[config.mk]
export PLATFORM = sky130hd
export DESIGN_NAME = axi_txn_limiter_flat
export DESIGN_NICKNAME = d
export VERILOG_FILES = /design/src/rtl/axi_txn_limiter_if.sv /design/src/rtl/axi_txn_limiter.sv /design/src/flat_wrapper.sv
export SDC_FILE = /design/constraint.sdc
export NUM_CORES = 1
export LEC_CHECK = 0
export ABC_AREA = 0
export BUFFER_PORTS_ARGS = -buffer_cell sky130_fd_sc_hd__buf_2
export CORE_AREA = 3 3 263 265
export DETAILED_ROUTE_END_ITERATION = 10
export DIE_AREA = 0 0 266 268
export GPL_TIMING_DRIVEN = 0
export PLACE_DENSITY_LB_ADDON = 0.08
export RECOVER_POWER = 50
export SLEW_MARGIN = 30
export SYNTH_ARGS = -nofsm -noshare
export SYNTH_HDL_FRONTEND = slang
export SYNTH_SLANG_ARGS = --single-unit
[constraint.sdc]
create_clock -name clk_i -period 2.7 [get_ports clk_i]
set_input_delay 0.135 -clock clk_i [delete_from_list [all_inputs] [get_ports clk_i]]
set_output_delay 0.135 -clock clk_i [all_outputs]
set_load 0.01 [all_outputs]
[src/rtl/axi_txn_limiter_if.sv]
// AXI4 bus bundle shared by the limiter's upstream and downstream ports.
// Master drives request channels (AW, W, AR) and the B/R readies.
interface AXI_BUS #(
  parameter int AXI_ADDR_WIDTH = 32,
  parameter int AXI_DATA_WIDTH = 64,
  parameter int AXI_ID_WIDTH   = 6,
  parameter int AXI_USER_WIDTH = 6
);
  localparam int STRB_WIDTH = AXI_DATA_WIDTH / 8;

  logic [AXI_ID_WIDTH-1:0]   aw_id;
  logic [AXI_ADDR_WIDTH-1:0] aw_addr;
  logic [7:0]                aw_len;
  logic [2:0]                aw_size;
  logic [1:0]                aw_burst;
  logic                      aw_lock;
  logic [3:0]                aw_cache;
  logic [2:0]                aw_prot;
  logic [3:0]                aw_qos;
  logic [3:0]                aw_region;
  logic [AXI_USER_WIDTH-1:0] aw_user;
  logic                      aw_valid;
  logic                      aw_ready;

  logic [AXI_DATA_WIDTH-1:0] w_data;
  logic [STRB_WIDTH-1:0]     w_strb;
  logic                      w_last;
  logic [AXI_USER_WIDTH-1:0] w_user;
  logic                      w_valid;
  logic                      w_ready;

  logic [AXI_ID_WIDTH-1:0]   b_id;
  logic [1:0]                b_resp;
  logic [AXI_USER_WIDTH-1:0] b_user;
  logic                      b_valid;
  logic                      b_ready;

  logic [AXI_ID_WIDTH-1:0]   ar_id;
  logic [AXI_ADDR_WIDTH-1:0] ar_addr;
  logic [7:0]                ar_len;
  logic [2:0]                ar_size;
  logic [1:0]                ar_burst;
  logic                      ar_lock;
  logic [3:0]                ar_cache;
  logic [2:0]                ar_prot;
  logic [3:0]                ar_qos;
  logic [3:0]                ar_region;
  logic [AXI_USER_WIDTH-1:0] ar_user;
  logic                      ar_valid;
  logic                      ar_ready;

  logic [AXI_ID_WIDTH-1:0]   r_id;
  logic [AXI_DATA_WIDTH-1:0] r_data;
  logic [1:0]                r_resp;
  logic                      r_last;
  logic [AXI_USER_WIDTH-1:0] r_user;
  logic                      r_valid;
  logic                      r_ready;

  modport Master (
    output aw_id, aw_addr, aw_len, aw_size, aw_burst, aw_lock, aw_cache, aw_prot,
           aw_qos, aw_region, aw_user, aw_valid,
    input  aw_ready,
    output w_data, w_strb, w_last, w_user, w_valid,
    input  w_ready,
    input  b_id, b_resp, b_user, b_valid,
    output b_ready,
    output ar_id, ar_addr, ar_len, ar_size, ar_burst, ar_lock, ar_cache, ar_prot,
           ar_qos, ar_region, ar_user, ar_valid,
    input  ar_ready,
    input  r_id, r_data, r_resp, r_last, r_user, r_valid,
    output r_ready
  );

  modport Slave (
    input  aw_id, aw_addr, aw_len, aw_size, aw_burst, aw_lock, aw_cache, aw_prot,
           aw_qos, aw_region, aw_user, aw_valid,
    output aw_ready,
    input  w_data, w_strb, w_last, w_user, w_valid,
    output w_ready,
    output b_id, b_resp, b_user, b_valid,
    input  b_ready,
    input  ar_id, ar_addr, ar_len, ar_size, ar_burst, ar_lock, ar_cache, ar_prot,
           ar_qos, ar_region, ar_user, ar_valid,
    output ar_ready,
    output r_id, r_data, r_resp, r_last, r_user, r_valid,
    input  r_ready
  );
endinterface

[src/rtl/axi_txn_limiter.sv]
// Outstanding-transaction limiter for an AXI4 port with a drain/flush handshake.
// Payload is passed straight through; only AR/AW valid/ready are gated.
module axi_txn_limiter #(
  parameter int AXI_ADDR_WIDTH = 32,
  parameter int AXI_DATA_WIDTH = 64,
  parameter int AXI_USER_WIDTH = 6,
  parameter int AXI_ID_WIDTH   = 6,
  parameter int MAX_READS      = 4,
  parameter int MAX_WRITES     = 4
) (
  input  logic       clk_i,
  input  logic       rst_ni,
  input  logic       test_en_i,
  input  logic       flush_req_i,
  output logic       idle_o,
  output logic       flush_ack_o,
  output logic [7:0] rd_cnt_o,
  output logic [7:0] wr_cnt_o,
  AXI_BUS.Slave      axi_slave,
  AXI_BUS.Master     axi_master
);
  localparam logic [7:0] MAX_RD = 8'(MAX_READS);
  localparam logic [7:0] MAX_WR = 8'(MAX_WRITES);
  localparam int unused_widths = AXI_ADDR_WIDTH + AXI_DATA_WIDTH + AXI_USER_WIDTH + AXI_ID_WIDTH;

  wire unused_test_en = test_en_i;

  logic [7:0] rd_cnt_reg, rd_cnt_next;
  logic [7:0] wr_cnt_reg, wr_cnt_next;
  logic       flush_ack_reg;
  logic       ar_allow, aw_allow;
  logic       rd_inc, rd_dec, wr_inc, wr_dec;

  // Allow depends only on the registered count, so a same-cycle completion
  // at the limit frees the slot one cycle later.
  assign ar_allow = (rd_cnt_reg != MAX_RD) & ~flush_req_i;
  assign aw_allow = (wr_cnt_reg != MAX_WR) & ~flush_req_i;

  assign axi_master.ar_valid  = axi_slave.ar_valid & ar_allow;
  assign axi_slave.ar_ready   = axi_master.ar_ready & ar_allow;
  assign axi_master.ar_id     = axi_slave.ar_id;
  assign axi_master.ar_addr   = axi_slave.ar_addr;
  assign axi_master.ar_len    = axi_slave.ar_len;
  assign axi_master.ar_size   = axi_slave.ar_size;
  assign axi_master.ar_burst  = axi_slave.ar_burst;
  assign axi_master.ar_lock   = axi_slave.ar_lock;
  assign axi_master.ar_cache  = axi_slave.ar_cache;
  assign axi_master.ar_prot   = axi_slave.ar_prot;
  assign axi_master.ar_qos    = axi_slave.ar_qos;
  assign axi_master.ar_region = axi_slave.ar_region;
  assign axi_master.ar_user   = axi_slave.ar_user;

  assign axi_master.aw_valid  = axi_slave.aw_valid & aw_allow;
  assign axi_slave.aw_ready   = axi_master.aw_ready & aw_allow;
  assign axi_master.aw_id     = axi_slave.aw_id;
  assign axi_master.aw_addr   = axi_slave.aw_addr;
  assign axi_master.aw_len    = axi_slave.aw_len;
  assign axi_master.aw_size   = axi_slave.aw_size;
  assign axi_master.aw_burst  = axi_slave.aw_burst;
  assign axi_master.aw_lock   = axi_slave.aw_lock;
  assign axi_master.aw_cache  = axi_slave.aw_cache;
  assign axi_master.aw_prot   = axi_slave.aw_prot;
  assign axi_master.aw_qos    = axi_slave.aw_qos;
  assign axi_master.aw_region = axi_slave.aw_region;
  assign axi_master.aw_user   = axi_slave.aw_user;

  assign axi_master.w_data  = axi_slave.w_data;
  assign axi_master.w_strb  = axi_slave.w_strb;
  assign axi_master.w_last  = axi_slave.w_last;
  assign axi_master.w_user  = axi_slave.w_user;
  assign axi_master.w_valid = axi_slave.w_valid;
  assign axi_slave.w_ready  = axi_master.w_ready;

  assign axi_slave.b_id      = axi_master.b_id;
  assign axi_slave.b_resp    = axi_master.b_resp;
  assign axi_slave.b_user    = axi_master.b_user;
  assign axi_slave.b_valid   = axi_master.b_valid;
  assign axi_master.b_ready  = axi_slave.b_ready;

  assign axi_slave.r_id      = axi_master.r_id;
  assign axi_slave.r_data    = axi_master.r_data;
  assign axi_slave.r_resp    = axi_master.r_resp;
  assign axi_slave.r_last    = axi_master.r_last;
  assign axi_slave.r_user    = axi_master.r_user;
  assign axi_slave.r_valid   = axi_master.r_valid;
  assign axi_master.r_ready  = axi_slave.r_ready;

  assign rd_inc = axi_master.ar_valid & axi_master.ar_ready;
  assign rd_dec = axi_master.r_valid & axi_master.r_ready & axi_master.r_last;
  assign wr_inc = axi_master.aw_valid & axi_master.aw_ready;
  assign wr_dec = axi_master.b_valid & axi_master.b_ready;

  // A completion with nothing outstanding leaves the counter at zero.
  always_comb begin
    rd_cnt_next = rd_cnt_reg;
    wr_cnt_next = wr_cnt_reg;
    if (rd_inc && !rd_dec) begin
      rd_cnt_next = rd_cnt_reg + 8'd1;
    end else if (rd_dec && !rd_inc && rd_cnt_reg != 8'd0) begin
      rd_cnt_next = rd_cnt_reg - 8'd1;
    end
    if (wr_inc && !wr_dec) begin
      wr_cnt_next = wr_cnt_reg + 8'd1;
    end else if (wr_dec && !wr_inc && wr_cnt_reg != 8'd0) begin
      wr_cnt_next = wr_cnt_reg - 8'd1;
    end
  end

  always_ff @(posedge clk_i or negedge rst_ni) begin
    if (!rst_ni) begin
      rd_cnt_reg    <= 8'd0;
      wr_cnt_reg    <= 8'd0;
      flush_ack_reg <= 1'b0;
    end else begin
      rd_cnt_reg    <= rd_cnt_next;
      wr_cnt_reg    <= wr_cnt_next;
      flush_ack_reg <= flush_req_i & idle_o;
    end
  end

  assign idle_o      = (rd_cnt_reg == 8'd0) && (wr_cnt_reg == 8'd0);
  assign flush_ack_o = flush_ack_reg;
  assign rd_cnt_o    = rd_cnt_reg;
  assign wr_cnt_o    = wr_cnt_reg;

  rd_underflow: assert property (@(posedge clk_i) disable iff (!rst_ni)
    !(rd_dec && rd_cnt_reg == 8'd0));
  wr_underflow: assert property (@(posedge clk_i) disable iff (!rst_ni)
    !(wr_dec && wr_cnt_reg == 8'd0));
endmodule
[src/flat_wrapper.sv]
// flat-port wrapper written by rule: the top's interface ports become plain ports
module axi_txn_limiter_flat 
#(
  parameter int AXI_ADDR_WIDTH = 32,
  parameter int AXI_DATA_WIDTH = 64,
  parameter int AXI_USER_WIDTH = 6,
  parameter int AXI_ID_WIDTH   = 6,
  parameter int MAX_READS      = 4,
  parameter int MAX_WRITES     = 4
)
  (clk_i, rst_ni, test_en_i, flush_req_i, idle_o, flush_ack_o, rd_cnt_o, wr_cnt_o, axi_slave_aw_id, axi_slave_aw_addr, axi_slave_aw_len, axi_slave_aw_size, axi_slave_aw_burst, axi_slave_aw_lock, axi_slave_aw_cache, axi_slave_aw_prot, axi_slave_aw_qos, axi_slave_aw_region, axi_slave_aw_user, axi_slave_aw_valid, axi_slave_aw_ready, axi_slave_w_data, axi_slave_w_strb, axi_slave_w_last, axi_slave_w_user, axi_slave_w_valid, axi_slave_w_ready, axi_slave_b_id, axi_slave_b_resp, axi_slave_b_user, axi_slave_b_valid, axi_slave_b_ready, axi_slave_ar_id, axi_slave_ar_addr, axi_slave_ar_len, axi_slave_ar_size, axi_slave_ar_burst, axi_slave_ar_lock, axi_slave_ar_cache, axi_slave_ar_prot, axi_slave_ar_qos, axi_slave_ar_region, axi_slave_ar_user, axi_slave_ar_valid, axi_slave_ar_ready, axi_slave_r_id, axi_slave_r_data, axi_slave_r_resp, axi_slave_r_last, axi_slave_r_user, axi_slave_r_valid, axi_slave_r_ready, axi_master_aw_id, axi_master_aw_addr, axi_master_aw_len, axi_master_aw_size, axi_master_aw_burst, axi_master_aw_lock, axi_master_aw_cache, axi_master_aw_prot, axi_master_aw_qos, axi_master_aw_region, axi_master_aw_user, axi_master_aw_valid, axi_master_aw_ready, axi_master_w_data, axi_master_w_strb, axi_master_w_last, axi_master_w_user, axi_master_w_valid, axi_master_w_ready, axi_master_b_id, axi_master_b_resp, axi_master_b_user, axi_master_b_valid, axi_master_b_ready, axi_master_ar_id, axi_master_ar_addr, axi_master_ar_len, axi_master_ar_size, axi_master_ar_burst, axi_master_ar_lock, axi_master_ar_cache, axi_master_ar_prot, axi_master_ar_qos, axi_master_ar_region, axi_master_ar_user, axi_master_ar_valid, axi_master_ar_ready, axi_master_r_id, axi_master_r_data, axi_master_r_resp, axi_master_r_last, axi_master_r_user, axi_master_r_valid, axi_master_r_ready);
  AXI_BUS #(.AXI_ADDR_WIDTH(AXI_ADDR_WIDTH), .AXI_DATA_WIDTH(AXI_DATA_WIDTH), .AXI_ID_WIDTH(AXI_ID_WIDTH), .AXI_USER_WIDTH(AXI_USER_WIDTH)) axi_slave_i ();
  AXI_BUS #(.AXI_ADDR_WIDTH(AXI_ADDR_WIDTH), .AXI_DATA_WIDTH(AXI_DATA_WIDTH), .AXI_ID_WIDTH(AXI_ID_WIDTH), .AXI_USER_WIDTH(AXI_USER_WIDTH)) axi_master_i ();
  input  logic clk_i;
  input  logic rst_ni;
  input  logic test_en_i;
  input  logic flush_req_i;
  output logic idle_o;
  output logic flush_ack_o;
  output logic [7:0] rd_cnt_o;
  output logic [7:0] wr_cnt_o;
  input wire logic [$bits(axi_slave_i.aw_id)-1:0] axi_slave_aw_id;
  input wire logic [$bits(axi_slave_i.aw_addr)-1:0] axi_slave_aw_addr;
  input wire logic [$bits(axi_slave_i.aw_len)-1:0] axi_slave_aw_len;
  input wire logic [$bits(axi_slave_i.aw_size)-1:0] axi_slave_aw_size;
  input wire logic [$bits(axi_slave_i.aw_burst)-1:0] axi_slave_aw_burst;
  input wire logic [$bits(axi_slave_i.aw_lock)-1:0] axi_slave_aw_lock;
  input wire logic [$bits(axi_slave_i.aw_cache)-1:0] axi_slave_aw_cache;
  input wire logic [$bits(axi_slave_i.aw_prot)-1:0] axi_slave_aw_prot;
  input wire logic [$bits(axi_slave_i.aw_qos)-1:0] axi_slave_aw_qos;
  input wire logic [$bits(axi_slave_i.aw_region)-1:0] axi_slave_aw_region;
  input wire logic [$bits(axi_slave_i.aw_user)-1:0] axi_slave_aw_user;
  input wire logic [$bits(axi_slave_i.aw_valid)-1:0] axi_slave_aw_valid;
  output wire logic [$bits(axi_slave_i.aw_ready)-1:0] axi_slave_aw_ready;
  input wire logic [$bits(axi_slave_i.w_data)-1:0] axi_slave_w_data;
  input wire logic [$bits(axi_slave_i.w_strb)-1:0] axi_slave_w_strb;
  input wire logic [$bits(axi_slave_i.w_last)-1:0] axi_slave_w_last;
  input wire logic [$bits(axi_slave_i.w_user)-1:0] axi_slave_w_user;
  input wire logic [$bits(axi_slave_i.w_valid)-1:0] axi_slave_w_valid;
  output wire logic [$bits(axi_slave_i.w_ready)-1:0] axi_slave_w_ready;
  output wire logic [$bits(axi_slave_i.b_id)-1:0] axi_slave_b_id;
  output wire logic [$bits(axi_slave_i.b_resp)-1:0] axi_slave_b_resp;
  output wire logic [$bits(axi_slave_i.b_user)-1:0] axi_slave_b_user;
  output wire logic [$bits(axi_slave_i.b_valid)-1:0] axi_slave_b_valid;
  input wire logic [$bits(axi_slave_i.b_ready)-1:0] axi_slave_b_ready;
  input wire logic [$bits(axi_slave_i.ar_id)-1:0] axi_slave_ar_id;
  input wire logic [$bits(axi_slave_i.ar_addr)-1:0] axi_slave_ar_addr;
  input wire logic [$bits(axi_slave_i.ar_len)-1:0] axi_slave_ar_len;
  input wire logic [$bits(axi_slave_i.ar_size)-1:0] axi_slave_ar_size;
  input wire logic [$bits(axi_slave_i.ar_burst)-1:0] axi_slave_ar_burst;
  input wire logic [$bits(axi_slave_i.ar_lock)-1:0] axi_slave_ar_lock;
  input wire logic [$bits(axi_slave_i.ar_cache)-1:0] axi_slave_ar_cache;
  input wire logic [$bits(axi_slave_i.ar_prot)-1:0] axi_slave_ar_prot;
  input wire logic [$bits(axi_slave_i.ar_qos)-1:0] axi_slave_ar_qos;
  input wire logic [$bits(axi_slave_i.ar_region)-1:0] axi_slave_ar_region;
  input wire logic [$bits(axi_slave_i.ar_user)-1:0] axi_slave_ar_user;
  input wire logic [$bits(axi_slave_i.ar_valid)-1:0] axi_slave_ar_valid;
  output wire logic [$bits(axi_slave_i.ar_ready)-1:0] axi_slave_ar_ready;
  output wire logic [$bits(axi_slave_i.r_id)-1:0] axi_slave_r_id;
  output wire logic [$bits(axi_slave_i.r_data)-1:0] axi_slave_r_data;
  output wire logic [$bits(axi_slave_i.r_resp)-1:0] axi_slave_r_resp;
  output wire logic [$bits(axi_slave_i.r_last)-1:0] axi_slave_r_last;
  output wire logic [$bits(axi_slave_i.r_user)-1:0] axi_slave_r_user;
  output wire logic [$bits(axi_slave_i.r_valid)-1:0] axi_slave_r_valid;
  input wire logic [$bits(axi_slave_i.r_ready)-1:0] axi_slave_r_ready;
  output wire logic [$bits(axi_master_i.aw_id)-1:0] axi_master_aw_id;
  output wire logic [$bits(axi_master_i.aw_addr)-1:0] axi_master_aw_addr;
  output wire logic [$bits(axi_master_i.aw_len)-1:0] axi_master_aw_len;
  output wire logic [$bits(axi_master_i.aw_size)-1:0] axi_master_aw_size;
  output wire logic [$bits(axi_master_i.aw_burst)-1:0] axi_master_aw_burst;
  output wire logic [$bits(axi_master_i.aw_lock)-1:0] axi_master_aw_lock;
  output wire logic [$bits(axi_master_i.aw_cache)-1:0] axi_master_aw_cache;
  output wire logic [$bits(axi_master_i.aw_prot)-1:0] axi_master_aw_prot;
  output wire logic [$bits(axi_master_i.aw_qos)-1:0] axi_master_aw_qos;
  output wire logic [$bits(axi_master_i.aw_region)-1:0] axi_master_aw_region;
  output wire logic [$bits(axi_master_i.aw_user)-1:0] axi_master_aw_user;
  output wire logic [$bits(axi_master_i.aw_valid)-1:0] axi_master_aw_valid;
  input wire logic [$bits(axi_master_i.aw_ready)-1:0] axi_master_aw_ready;
  output wire logic [$bits(axi_master_i.w_data)-1:0] axi_master_w_data;
  output wire logic [$bits(axi_master_i.w_strb)-1:0] axi_master_w_strb;
  output wire logic [$bits(axi_master_i.w_last)-1:0] axi_master_w_last;
  output wire logic [$bits(axi_master_i.w_user)-1:0] axi_master_w_user;
  output wire logic [$bits(axi_master_i.w_valid)-1:0] axi_master_w_valid;
  input wire logic [$bits(axi_master_i.w_ready)-1:0] axi_master_w_ready;
  input wire logic [$bits(axi_master_i.b_id)-1:0] axi_master_b_id;
  input wire logic [$bits(axi_master_i.b_resp)-1:0] axi_master_b_resp;
  input wire logic [$bits(axi_master_i.b_user)-1:0] axi_master_b_user;
  input wire logic [$bits(axi_master_i.b_valid)-1:0] axi_master_b_valid;
  output wire logic [$bits(axi_master_i.b_ready)-1:0] axi_master_b_ready;
  output wire logic [$bits(axi_master_i.ar_id)-1:0] axi_master_ar_id;
  output wire logic [$bits(axi_master_i.ar_addr)-1:0] axi_master_ar_addr;
  output wire logic [$bits(axi_master_i.ar_len)-1:0] axi_master_ar_len;
  output wire logic [$bits(axi_master_i.ar_size)-1:0] axi_master_ar_size;
  output wire logic [$bits(axi_master_i.ar_burst)-1:0] axi_master_ar_burst;
  output wire logic [$bits(axi_master_i.ar_lock)-1:0] axi_master_ar_lock;
  output wire logic [$bits(axi_master_i.ar_cache)-1:0] axi_master_ar_cache;
  output wire logic [$bits(axi_master_i.ar_prot)-1:0] axi_master_ar_prot;
  output wire logic [$bits(axi_master_i.ar_qos)-1:0] axi_master_ar_qos;
  output wire logic [$bits(axi_master_i.ar_region)-1:0] axi_master_ar_region;
  output wire logic [$bits(axi_master_i.ar_user)-1:0] axi_master_ar_user;
  output wire logic [$bits(axi_master_i.ar_valid)-1:0] axi_master_ar_valid;
  input wire logic [$bits(axi_master_i.ar_ready)-1:0] axi_master_ar_ready;
  input wire logic [$bits(axi_master_i.r_id)-1:0] axi_master_r_id;
  input wire logic [$bits(axi_master_i.r_data)-1:0] axi_master_r_data;
  input wire logic [$bits(axi_master_i.r_resp)-1:0] axi_master_r_resp;
  input wire logic [$bits(axi_master_i.r_last)-1:0] axi_master_r_last;
  input wire logic [$bits(axi_master_i.r_user)-1:0] axi_master_r_user;
  input wire logic [$bits(axi_master_i.r_valid)-1:0] axi_master_r_valid;
  output wire logic [$bits(axi_master_i.r_ready)-1:0] axi_master_r_ready;
  assign axi_slave_i.aw_id = axi_slave_aw_id;
  assign axi_slave_i.aw_addr = axi_slave_aw_addr;
  assign axi_slave_i.aw_len = axi_slave_aw_len;
  assign axi_slave_i.aw_size = axi_slave_aw_size;
  assign axi_slave_i.aw_burst = axi_slave_aw_burst;
  assign axi_slave_i.aw_lock = axi_slave_aw_lock;
  assign axi_slave_i.aw_cache = axi_slave_aw_cache;
  assign axi_slave_i.aw_prot = axi_slave_aw_prot;
  assign axi_slave_i.aw_qos = axi_slave_aw_qos;
  assign axi_slave_i.aw_region = axi_slave_aw_region;
  assign axi_slave_i.aw_user = axi_slave_aw_user;
  assign axi_slave_i.aw_valid = axi_slave_aw_valid;
  assign axi_slave_aw_ready = axi_slave_i.aw_ready;
  assign axi_slave_i.w_data = axi_slave_w_data;
  assign axi_slave_i.w_strb = axi_slave_w_strb;
  assign axi_slave_i.w_last = axi_slave_w_last;
  assign axi_slave_i.w_user = axi_slave_w_user;
  assign axi_slave_i.w_valid = axi_slave_w_valid;
  assign axi_slave_w_ready = axi_slave_i.w_ready;
  assign axi_slave_b_id = axi_slave_i.b_id;
  assign axi_slave_b_resp = axi_slave_i.b_resp;
  assign axi_slave_b_user = axi_slave_i.b_user;
  assign axi_slave_b_valid = axi_slave_i.b_valid;
  assign axi_slave_i.b_ready = axi_slave_b_ready;
  assign axi_slave_i.ar_id = axi_slave_ar_id;
  assign axi_slave_i.ar_addr = axi_slave_ar_addr;
  assign axi_slave_i.ar_len = axi_slave_ar_len;
  assign axi_slave_i.ar_size = axi_slave_ar_size;
  assign axi_slave_i.ar_burst = axi_slave_ar_burst;
  assign axi_slave_i.ar_lock = axi_slave_ar_lock;
  assign axi_slave_i.ar_cache = axi_slave_ar_cache;
  assign axi_slave_i.ar_prot = axi_slave_ar_prot;
  assign axi_slave_i.ar_qos = axi_slave_ar_qos;
  assign axi_slave_i.ar_region = axi_slave_ar_region;
  assign axi_slave_i.ar_user = axi_slave_ar_user;
  assign axi_slave_i.ar_valid = axi_slave_ar_valid;
  assign axi_slave_ar_ready = axi_slave_i.ar_ready;
  assign axi_slave_r_id = axi_slave_i.r_id;
  assign axi_slave_r_data = axi_slave_i.r_data;
  assign axi_slave_r_resp = axi_slave_i.r_resp;
  assign axi_slave_r_last = axi_slave_i.r_last;
  assign axi_slave_r_user = axi_slave_i.r_user;
  assign axi_slave_r_valid = axi_slave_i.r_valid;
  assign axi_slave_i.r_ready = axi_slave_r_ready;
  assign axi_master_aw_id = axi_master_i.aw_id;
  assign axi_master_aw_addr = axi_master_i.aw_addr;
  assign axi_master_aw_len = axi_master_i.aw_len;
  assign axi_master_aw_size = axi_master_i.aw_size;
  assign axi_master_aw_burst = axi_master_i.aw_burst;
  assign axi_master_aw_lock = axi_master_i.aw_lock;
  assign axi_master_aw_cache = axi_master_i.aw_cache;
  assign axi_master_aw_prot = axi_master_i.aw_prot;
  assign axi_master_aw_qos = axi_master_i.aw_qos;
  assign axi_master_aw_region = axi_master_i.aw_region;
  assign axi_master_aw_user = axi_master_i.aw_user;
  assign axi_master_aw_valid = axi_master_i.aw_valid;
  assign axi_master_i.aw_ready = axi_master_aw_ready;
  assign axi_master_w_data = axi_master_i.w_data;
  assign axi_master_w_strb = axi_master_i.w_strb;
  assign axi_master_w_last = axi_master_i.w_last;
  assign axi_master_w_user = axi_master_i.w_user;
  assign axi_master_w_valid = axi_master_i.w_valid;
  assign axi_master_i.w_ready = axi_master_w_ready;
  assign axi_master_i.b_id = axi_master_b_id;
  assign axi_master_i.b_resp = axi_master_b_resp;
  assign axi_master_i.b_user = axi_master_b_user;
  assign axi_master_i.b_valid = axi_master_b_valid;
  assign axi_master_b_ready = axi_master_i.b_ready;
  assign axi_master_ar_id = axi_master_i.ar_id;
  assign axi_master_ar_addr = axi_master_i.ar_addr;
  assign axi_master_ar_len = axi_master_i.ar_len;
  assign axi_master_ar_size = axi_master_i.ar_size;
  assign axi_master_ar_burst = axi_master_i.ar_burst;
  assign axi_master_ar_lock = axi_master_i.ar_lock;
  assign axi_master_ar_cache = axi_master_i.ar_cache;
  assign axi_master_ar_prot = axi_master_i.ar_prot;
  assign axi_master_ar_qos = axi_master_i.ar_qos;
  assign axi_master_ar_region = axi_master_i.ar_region;
  assign axi_master_ar_user = axi_master_i.ar_user;
  assign axi_master_ar_valid = axi_master_i.ar_valid;
  assign axi_master_i.ar_ready = axi_master_ar_ready;
  assign axi_master_i.r_id = axi_master_r_id;
  assign axi_master_i.r_data = axi_master_r_data;
  assign axi_master_i.r_resp = axi_master_r_resp;
  assign axi_master_i.r_last = axi_master_r_last;
  assign axi_master_i.r_user = axi_master_r_user;
  assign axi_master_i.r_valid = axi_master_r_valid;
  assign axi_master_r_ready = axi_master_i.r_ready;
  axi_txn_limiter #(.AXI_ADDR_WIDTH(AXI_ADDR_WIDTH), .AXI_DATA_WIDTH(AXI_DATA_WIDTH), .AXI_USER_WIDTH(AXI_USER_WIDTH), .AXI_ID_WIDTH(AXI_ID_WIDTH), .MAX_READS(MAX_READS), .MAX_WRITES(MAX_WRITES)) u_core (.clk_i(clk_i), .rst_ni(rst_ni), .test_en_i(test_en_i), .flush_req_i(flush_req_i), .idle_o(idle_o), .flush_ack_o(flush_ack_o), .rd_cnt_o(rd_cnt_o), .wr_cnt_o(wr_cnt_o), .axi_slave(axi_slave_i), .axi_master(axi_master_i));
endmodule
==> results of run 1 <==
[metrics by stage]
stage / instances / TNS (ps) / utilization (%) / setup slack (ps)
after floorplan: 461 / 0 / - / 189.3
after global placement: 1691 / -1521 / 9.948 / -351.3
after detailed placement: 1691 / -1410 / 9.948 / -283.5
after CTS: 1697 / 0 / 10.15 / 4.246
after global routing: 1702 / -22.65 / 9.894 / -15.70
final: 1703 / 0 / 9.897 / 195.8
[layout make-up]
cell class	count	area (um2)
Tap cell	873	1092
Antenna cell	1	2.502
Timing Repair Buffer	364	1605
Clock buffer	4	78.83
Sequential cell	17	429.2
Fill cell	7976	60400
Inverter	4	20.02
Buffer	325	2444
Multi-Input combinational cell	115	963.4
[critical path, stage by stage (launching register included)]
cell     delay [ps]
dfrtp_2         450
nor4_4          310
nand3_1         170
and3_4          220
inv_4           100
ha_1            290
o211a_1         220
o21ai_1         110
nand2_1          90
xor2_1          140
mux2_1          280
[layer usage]
metal / up-vias / global-route usage (%) / wire length [um]
met5: - / 0 / 0
met4: 0 / 0.6669 / 252
met3: 12 / 1.547 / 1649
met2: 274 / 10.59 / 12700
met1: 1741 / 5.388 / 7205
li1: 1889 / - / -
[cell families (layout without fill, tap and decap cells)]
kind of cell | count (synthesis) | in the layout | synth area share, %
xor gates and xnor gates | 13 | 13 | 3.004
DFF | 17 | 17 | 11.22
other | 0 | 1 | 0
and+or+nand+nor | 44 | 44 | 6.834
muxes | 10 | 10 | 3.004
buffers and inverters | 329 | 697 | 64.87
adders and majority gates | 15 | 15 | 5.348
AOI/OAI and AO/OA | 33 | 33 | 5.711
[repair_timing]
item | CTS | global route
setup buffers | 1 | 5
hold endpoints to repair | 17 | 0
gates resized for setup | 10 | 10
hold buffers | 1 | 0
setup endpoints to repair | 8 | 6
pin swaps | 2 | 4
[cells in the mapped netlist, types with 2 or more instances]
| cell type | number | area (um2) |
|---|---|---|
| o211ai_1 | 2 | 15.01 |
| o21ai_0 | 3 | 15.01 |
| a21oi_1 | 9 | 45.04 |
| a211oi_1 | 3 | 22.52 |
| ha_1 | 13 | 162.7 |
| inv_1 | 3 | 11.26 |
| xnor2_1 | 10 | 87.58 |
| o31ai_1 | 2 | 15.01 |
| nor2_1 | 6 | 22.52 |
| o21ai_1 | 3 | 15.01 |
| and3b_1 | 4 | 35.03 |
| buf_4 | 324 | 2432 |
| a21o_1 | 2 | 15.01 |
| nor3b_1 | 3 | 22.52 |
| fa_1 | 2 | 40.04 |
| and2_1 | 2 | 12.51 |
| nand3_1 | 5 | 25.02 |
| nor4_1 | 2 | 12.51 |
| dfrtp_1 | 17 | 425.4 |
| nand2_1 | 13 | 48.80 |
| xor2_1 | 3 | 26.28 |
| o21bai_1 | 2 | 15.01 |
| mux2i_1 | 2 | 20.02 |
| and3_1 | 3 | 18.77 |
| mux2_1 | 7 | 78.83 |
[path summary, 6_finish.rpt]
path	depth (start not counted)	end	start
setup / recovery	10	u_core.wr_cnt_o[5]	u_core.wr_cnt_o[6]
hold / removal	2	u_core.flush_ack_o	flush_req_i
setup reg to reg	10	u_core.wr_cnt_o[5]	u_core.wr_cnt_o[6]
hold reg to reg	1	u_core.wr_cnt_o[7]	u_core.wr_cnt_o[7]
max in group asynchronous	2	u_core.rd_cnt_o[1]	rst_ni
min in group asynchronous	2	u_core.wr_cnt_o[0]	rst_ni
[state kept, by name, summed over array words and instances, names as in the netlist]
| name | cells |
|---|---|
| u_core.flush_ack_o | 1 |
| u_core.rd_cnt_o | 8 |
| u_core.wr_cnt_o | 8 |
[power by group through the flow]
stage                     clock, mW  sequential [mW]  combinational (mW)
final                         0.332            0.650                2.04
after global placement            0            0.641                2.05
after floorplan                   0            0.598                1.28
after CTS                     0.366            0.669                2.05
after detailed placement          0            0.643                2.00
after global routing          0.375            0.691                2.28
==> results.sh, run 1 <==
export IMPL_status="complete, no violations"
export IMPL_yosysUniqueCellTypes=41
export IMPL_ir_drop_mv=0.1679
export IMPL_internal_power_mw=1.638
export IMPL_ff2ff_setup_slack_ps=200
export IMPL_fin_area_um2=6635
export IMPL_via_per_inst=2.299
export IMPL_worstSetupEndpointType="flop"
export IMPL_grt_ovfl_total=0
export IMPL_ys_warn_count=0
export IMPL_io_buffers=357
export IMPL_drt_first_pass_iters=4
export IMPL_grt_pass1_wl_um=27050
export IMPL_holdWs_ps=213.2
export IMPL_clock_fmax_ghz=0.3993
export IMPL_synth_area_um2=3790
export IMPL_die_width_um=266
export IMPL_cp_max_fo=7
export IMPL_grt_use_total_pct=5.232
export IMPL_drive_gt1_share_pct=62.61
export IMPL_syn_nets=808
export IMPL_crit_type="reg2reg"
export IMPL_row_count=95
export IMPL_clk_pin_slew_ps=60
export IMPL_seq_power_share_pct=21.5
export IMPL_grt_max_degree=18
export IMPL_coreArea_um2=67040
export IMPL_drv_slew=0
export IMPL_hold_viol_final=0
export IMPL_async_flop_share_pct=100.0
export IMPL_syn_to_final_growth_pct=75.07
export IMPL_dieHeight_um=268
export IMPL_h_tree_depth=1
export IMPL_comb_power_share_pct=67.5
export IMPL_post_dp_cell_area_um2=6669
export IMPL_hold_class="in2reg"
export IMPL_synth_cells=461
export IMPL_clock_latency_ps=260
export IMPL_switching_power_mw=1.386
export IMPL_drc=0
export IMPL_p_leak_nw=3.123
export IMPL_power_frac_clock_pct=11.0
export IMPL_wl_um=21810
export IMPL_clock_path_buffers=2
export IMPL_worst_pin_slew_ps=553.2
export IMPL_via_count=3916
export IMPL_ys_flop_type="dfrtp_1"
export IMPL_cts_tree="yes"
export IMPL_p_total_mw=3.024
export IMPL_slew_headroom_pct=63.12
export IMPL_cts_buffers=3
export IMPL_setup_violations_final=0
export IMPL_nNetsFinal=1177
export IMPL_ant_nets=0
export IMPL_root_buffer="clkbuf_16"
export IMPL_antenna_found_initial=2
export IMPL_synth_edf_count=0
export IMPL_finalClockSkew_ps=4.147
export IMPL_drt_iter0_markers=74
export IMPL_worstSetupStartpointType="flop"
export IMPL_start_util_pct=5.653
export IMPL_gp_congestion=0.7601
export IMPL_post_drt_wl_per_cell_um=12.81
export IMPL_min_period_over_period_pct=92.75
export IMPL_synth_seq_area_share_pct=11.22
export IMPL_num_io_pins=678
export IMPL_crit_required_ps=2850
export IMPL_mostFrequentLayoutCells="buf_4, clkbuf_1, buf_2"
export IMPL_numClockSinks=17
export IMPL_grt_pass1_vias=3848
export IMPL_synth_seq_cells=17
export IMPL_cp_arrival_ps=2650
export IMPL_avgSynthCellArea_um2=8.221
export IMPL_max_cap_violations=0
export IMPL_p_per_area_nw_per_um2=455.8
export IMPL_die_area_um2=71290
export IMPL_final_period_minus_worst_setup_slack_ps=2504
export IMPL_layout_commonest_cell="buf_4"
export IMPL_hpwl_um=20210
export IMPL_p_sw_share_pct=45.84
No activity file was read; power rests on OpenSTA's default activity.
==> inputs of run 2 (changes only) <==
--- a/config.mk
+++ b/config.mk
@@ -11,7 +11,7 @@
 export DETAILED_ROUTE_END_ITERATION = 10
 export DIE_AREA = 0 0 266 268
 export GPL_TIMING_DRIVEN = 0
-export PLACE_DENSITY_LB_ADDON = 0.08
+export PLACE_DENSITY = 0.3
 export RECOVER_POWER = 50
 export SLEW_MARGIN = 30
 export SYNTH_ARGS = -nofsm -noshare
==> results.sh, run 2 (synthesis results as in run 1) <==
export IMPL_row_count=95
export IMPL_io_buffers=357
export IMPL_crit_type="reg2reg"
export IMPL_ant_nets=0
export IMPL_wl_um=18230
export IMPL_coreArea_um2=67040
export IMPL_drt_iter0_markers=49
export IMPL_num_io_pins=678
export IMPL_worst_pin_slew_ps=685.3
export IMPL_final_period_minus_worst_setup_slack_ps=2480
export IMPL_dpl_cell_count=1691
export IMPL_met1_length_um=5883
export IMPL_slew_headroom_pct=53.89
export IMPL_dieHeight_um=268
export IMPL_p_total_mw=2.978
export IMPL_syn_to_final_growth_pct=75.34
export IMPL_ir_drop_mv=0.1648
export IMPL_fill_cells=7895
export IMPL_mostFrequentLayoutCells="buf_4, clkbuf_1, buf_2"
export IMPL_hold_class="in2reg"
export IMPL_clock_fmax_ghz=0.4033
export IMPL_drive_gt1_share_pct=62.45
export IMPL_via_per_inst=2.339
export IMPL_drc=0
export IMPL_p_leak_nw=3.133
export IMPL_min_period_over_period_pct=91.84
export IMPL_cts_buffers=3
export IMPL_finalClockSkew_ps=2.051
export IMPL_hold_viol_final=0
export IMPL_drt_first_pass_iters=4
export IMPL_fin_cells=1706
export IMPL_numClockSinks=17
export IMPL_worstSetupEndpointType="flop"
export IMPL_antenna_found_initial=1
export IMPL_cts_tree="yes"
export IMPL_h_tree_depth=1
export IMPL_grt_pass1_wl_um=22180
export IMPL_clk_pin_slew_ps=60
export IMPL_root_buffer="clkbuf_16"
export IMPL_die_area_um2=71290
export IMPL_die_width_um=266
export IMPL_grt_max_degree=18
export IMPL_highest_layer="met4"
export IMPL_hpwl_um=16770
export IMPL_drv_slew=0
export IMPL_holdWs_ps=237.2
export IMPL_fin_area_um2=6645
export IMPL_layout_commonest_cell="buf_4"
export IMPL_gp_congestion=0.7148
export IMPL_cp_arrival_ps=2630
export IMPL_post_drt_wl_per_cell_um=10.69
export IMPL_crit_required_ps=2850
export IMPL_post_dp_cell_area_um2=6669
export IMPL_worstSetupStartpointType="flop"
export IMPL_grt_ovfl_total=0
export IMPL_via_count=3991
export IMPL_wl_met3_um=1621
export IMPL_grt_use_total_pct=4.184
export IMPL_status="complete, no violations"
export IMPL_pre_cts_ws_ps=-318.2
export IMPL_nNetsFinal=1179
export IMPL_p_per_area_nw_per_um2=448.1
export IMPL_clock_latency_ps=270
export IMPL_rsz0062_at_grt="false"
export IMPL_start_util_pct=5.653
export IMPL_setup_ws_ps=220.2
export IMPL_dr_wl_met2_um=10150
export IMPL_max_cap_violations=0
export IMPL_cp_max_fo=7
export IMPL_grt_pass1_vias=3746
export IMPL_clock_path_buffers=2
export IMPL_setup_violations_final=0
## run 2: worst paths after layout
| kind | start | end | slack [ps] | cells after the start |
|---|---|---|---|---|
| max in group asynchronous | rst_ni | u_core.rd_cnt_o[0] | 1830 | 2 |
| worst max-delay path | u_core.wr_cnt_o[5] | u_core.wr_cnt_o[5] | 220 | 10 |
| worst min-delay path | flush_req_i | u_core.flush_ack_o | 240 | 2 |
| min in group asynchronous | rst_ni | u_core.wr_cnt_o[1] | 430 | 2 |
| worst min register to register | u_core.rd_cnt_o[7] | u_core.rd_cnt_o[7] | 550 | 1 |
| worst max register to register | u_core.wr_cnt_o[5] | u_core.wr_cnt_o[5] | 220 | 10 |
## run 2: report_power, final
part | leakage [nW] | internal [mW] | switching [mW] | total [mW]
sequential | 0.201 | 0.384 | 0.258 | 0.642
combinational | 2.89 | 1.06 | 0.946 | 2.00
clock | 0.0382 | 0.202 | 0.131 | 0.333
## run 2: area by class of cell
cell class	instances	area (um2)	area share (%)
flip-flops and latches	17	429.2	6.458
diodes	2	5.005	0.07532
plain buffers	325	2444	36.77
well taps	873	1092	16.44
inverters	4	20.02	0.3013
clock buffers	4	78.83	1.186
multi-input cells	115	957.2	14.40
repair buffers	366	1619	24.36
## run 2: per-stage QoR
step,utilization (%),setup TNS [ps]
detailed placement,9.948,-1325
finish,9.912,0
floorplan,-,0
CTS,10.16,0
global route,9.905,0
global placement,9.948,-1406
## run 2: worst max-delay path, stage by stage (launching register included)
cell     delay, ps
dfrtp_2        440
nor4_4         330
nand3_2        100
and3_2         240
inv_4          110
ha_1           290
o211a_1        230
o21ai_1        110
nand2_1         90
xor2_1         140
mux2_1         280
## run 2: layer usage
layer	vias to the layer above	GRT usage [%]
met3	15	1.126
met5	-	0
met4	0	1.615
met1	1749	4.219
met2	332	8.158
li1	1895	-
## run 2: what timing repair did
item | CTS | global route
buffers inserted | 2 | 6
hold buffers | 1 | 0
pin swaps | 2 | 5
setup endpoints to repair | 8 | 7
endpoints found under the hold margin | 17 | 0
resized for setup | 8 | 10
==> inputs of run 3 (changes only) <==
--- a/config.mk
+++ b/config.mk
@@ -8,6 +8,7 @@
 export ABC_AREA = 0
 export BUFFER_PORTS_ARGS = -buffer_cell sky130_fd_sc_hd__buf_2
 export CORE_AREA = 3 3 263 265
+export CTS_BUF_LIST = sky130_fd_sc_hd__clkbuf_8 sky130_fd_sc_hd__clkbuf_16
 export DETAILED_ROUTE_END_ITERATION = 10
 export DIE_AREA = 0 0 266 268
 export GPL_TIMING_DRIVEN = 0
==> results.sh, run 3 (synthesis results as in run 1) <==
export IMPL_final_period_minus_worst_setup_slack_ps=2480
export IMPL_met1_usage_pct=4.219
export IMPL_grtUsageMet3_pct=1.126
export IMPL_holdPathEnd="u_core.flush_ack_o"
export IMPL_root_buffer="clkbuf_16"
export IMPL_worstSetupEndpointType="flop"
export IMPL_via_per_inst=2.339
export IMPL_grt_pass1_vias=3746
export IMPL_io_buffers=357
export IMPL_r2r_end="u_core.wr_cnt_o[5]"
export IMPL_grt_max_degree=18
export IMPL_worstSetupStartpointType="flop"
export IMPL_clock_fmax_ghz=0.4033
export IMPL_holdPathStages=2
export IMPL_cts_tree="yes"
export IMPL_antenna_found_initial=1
export IMPL_holdWs_ps=237.2
export IMPL_clk_pin_slew_ps=60
export IMPL_crit_chain="nor4_4 > nand3_2 > and3_2 > inv_4 > ha_1 > o211a_1 > o21ai_1 > nand2_1 > xor2_1 > mux2_1"
export IMPL_hold_viol_final=0
export IMPL_critical_path_max_stage_delay_ps=440
export IMPL_gp_congestion=0.7148
export IMPL_grt_use_total_pct=4.184
export IMPL_worstReg2RegStart="u_core.wr_cnt_o[5]"
export IMPL_start_util_pct=5.653
export IMPL_crit_required_ps=2850
export IMPL_rsz0062_at_grt="false"
export IMPL_syn_to_final_growth_pct=75.34
export IMPL_ff2ff_setup_slack_ps=220
export IMPL_comb_power_share_pct=67.4
export IMPL_h_tree_depth=1
export IMPL_numClockSinks=17
export IMPL_grt_ovfl_total=0
export IMPL_min_period_over_period_pct=91.84
export IMPL_fin_util_pct=9.912
export IMPL_worst_pin_slew_ps=685.3
export IMPL_ir_drop_mv=0.1648
export IMPL_pre_cts_ws_ps=-318.2
export IMPL_cp_max_fo=7
export IMPL_crit_path_top_delay_cell="dfrtp_2"
export IMPL_crit_type="reg2reg"
export IMPL_cp_arrival_ps=2630
export IMPL_post_drt_wl_per_cell_um=10.69
export IMPL_multi_input_area_um2=957.2
export IMPL_ant_nets=0
export IMPL_drive_gt1_share_pct=62.45
export IMPL_drv_slew=0
export IMPL_p_per_area_nw_per_um2=447.6
export IMPL_dpl_cell_count=1691
export IMPL_fin_cells=1706
export IMPL_drt_first_pass_iters=4
export IMPL_drt_iter0_markers=49
export IMPL_grt_busiest_layer="met2"
export IMPL_seqCellArea_um2=429.2
export IMPL_setup_ws_ps=220.2
export IMPL_seq_power_share_pct=21.6
export IMPL_num_io_pins=678
export IMPL_clock_path_buffers=2
export IMPL_layout_commonest_cell="buf_4"
export IMPL_grt_util_met2_pct=8.158
export IMPL_finalClockSkew_ps=1.977
export IMPL_internal_power_mw=1.639
export IMPL_dieHeight_um=268
export IMPL_via_count=3991
export IMPL_hpwl_um=16770
export IMPL_worstHoldStart="flush_req_i"
export IMPL_mostFrequentLayoutCells="buf_4, clkbuf_1, buf_2"
export IMPL_cts_buffers=3
export IMPL_wl_um=18230
export IMPL_die_area_um2=71290
export IMPL_hold_class="in2reg"
export IMPL_max_cap_violations=0
export IMPL_row_count=95
export IMPL_p_sw_share_pct=44.89
export IMPL_switching_power_mw=1.335
export IMPL_nNetsFinal=1179
export IMPL_coreArea_um2=67040
export IMPL_grt_pass1_wl_um=22180
export IMPL_p_total_mw=2.974
export IMPL_status="complete, no violations"
export IMPL_power_frac_clock_pct=11.1
export IMPL_fill_cells=7895
export IMPL_slew_headroom_pct=53.89
export IMPL_r2r_cells=10
export IMPL_die_width_um=266
export IMPL_p_leak_nw=3.137
export IMPL_drc=0
export IMPL_clock_latency_ps=270
export IMPL_setup_violations_final=0
==> run 3: worst max-delay path by stage <==
| stage | endpoint | cells past startpoint | startpoint | slack (ps) |
|---|---|---|---|---|
| floorplan | u_core.rd_cnt_o[5] | 10 | u_core.rd_cnt_o[7] | 190 |
| global placement | u_core.wr_cnt_o[6] | 10 | u_core.wr_cnt_o[5] | -320 |
| detailed placement | u_core.wr_cnt_o[6] | 10 | u_core.wr_cnt_o[5] | -320 |
| CTS | u_core.wr_cnt_o[6] | 10 | u_core.wr_cnt_o[6] | 20 |
| global route | idle_o | 5 | u_core.rd_cnt_o[0] | 20 |
| finish | u_core.wr_cnt_o[5] | 10 | u_core.wr_cnt_o[5] | 220 |
==> run 3: layout make-up <==
class	count	share of cell area (%)
plain buffers	325	36.77
repair buffers	366	24.36
well taps	873	16.44
multi-input cells	115	14.40
flip-flops and latches	17	6.458
clock buffers	3	1.130
inverters	4	0.3013
diodes	2	0.07532
clock inverters	1	0.05649
==> run 3: power by group through the flow <==
| stage | Sequential, mW | Clock, mW | Combinational (mW) |
|---|---|---|---|
| after detailed placement | 0.632 | 0 | 1.95 |
| final | 0.642 | 0.329 | 2.00 |
| after floorplan | 0.598 | 0 | 1.28 |
| after CTS | 0.659 | 0.358 | 1.99 |
| after global routing | 0.680 | 0.366 | 2.22 |
| after global placement | 0.625 | 0 | 1.96 |
==> run 3: metrics by stage <==
step	area (um2)	setup TNS, ps
after floorplan	3790	0
after global placement	6669	-1406
after detailed placement	6669	-1325
after CTS	6809	0
after global routing	6640	0
final	6645	0
==> run 3: what timing repair did <==
action	CTS	global route
resized for setup	8	10
endpoints found under the setup margin	8	7
buffers inserted	2	6
hold buffers	1	0
hold endpoints to repair	17	0
pin swaps	2	5
==> run 3: per-layer routing <==
layer  up-vias  share of wire [%]
li1       1895                  -
met1      1749                 32
met2       332                 56
met3        15                8.9
met4         0                3.1
met5         -                  0
==> run 3: worst max-delay path: cells and delay by family (launching register included) <==
family / cells / cell delay [ps]
DFF: 1 / 440
xor gates and xnor gates: 1 / 140
adders and majority gates: 1 / 290
and+or+nand+nor: 4 / 760
muxes: 1 / 280
buffers and inverters: 1 / 110
AOI/OAI and AO/OA: 2 / 340
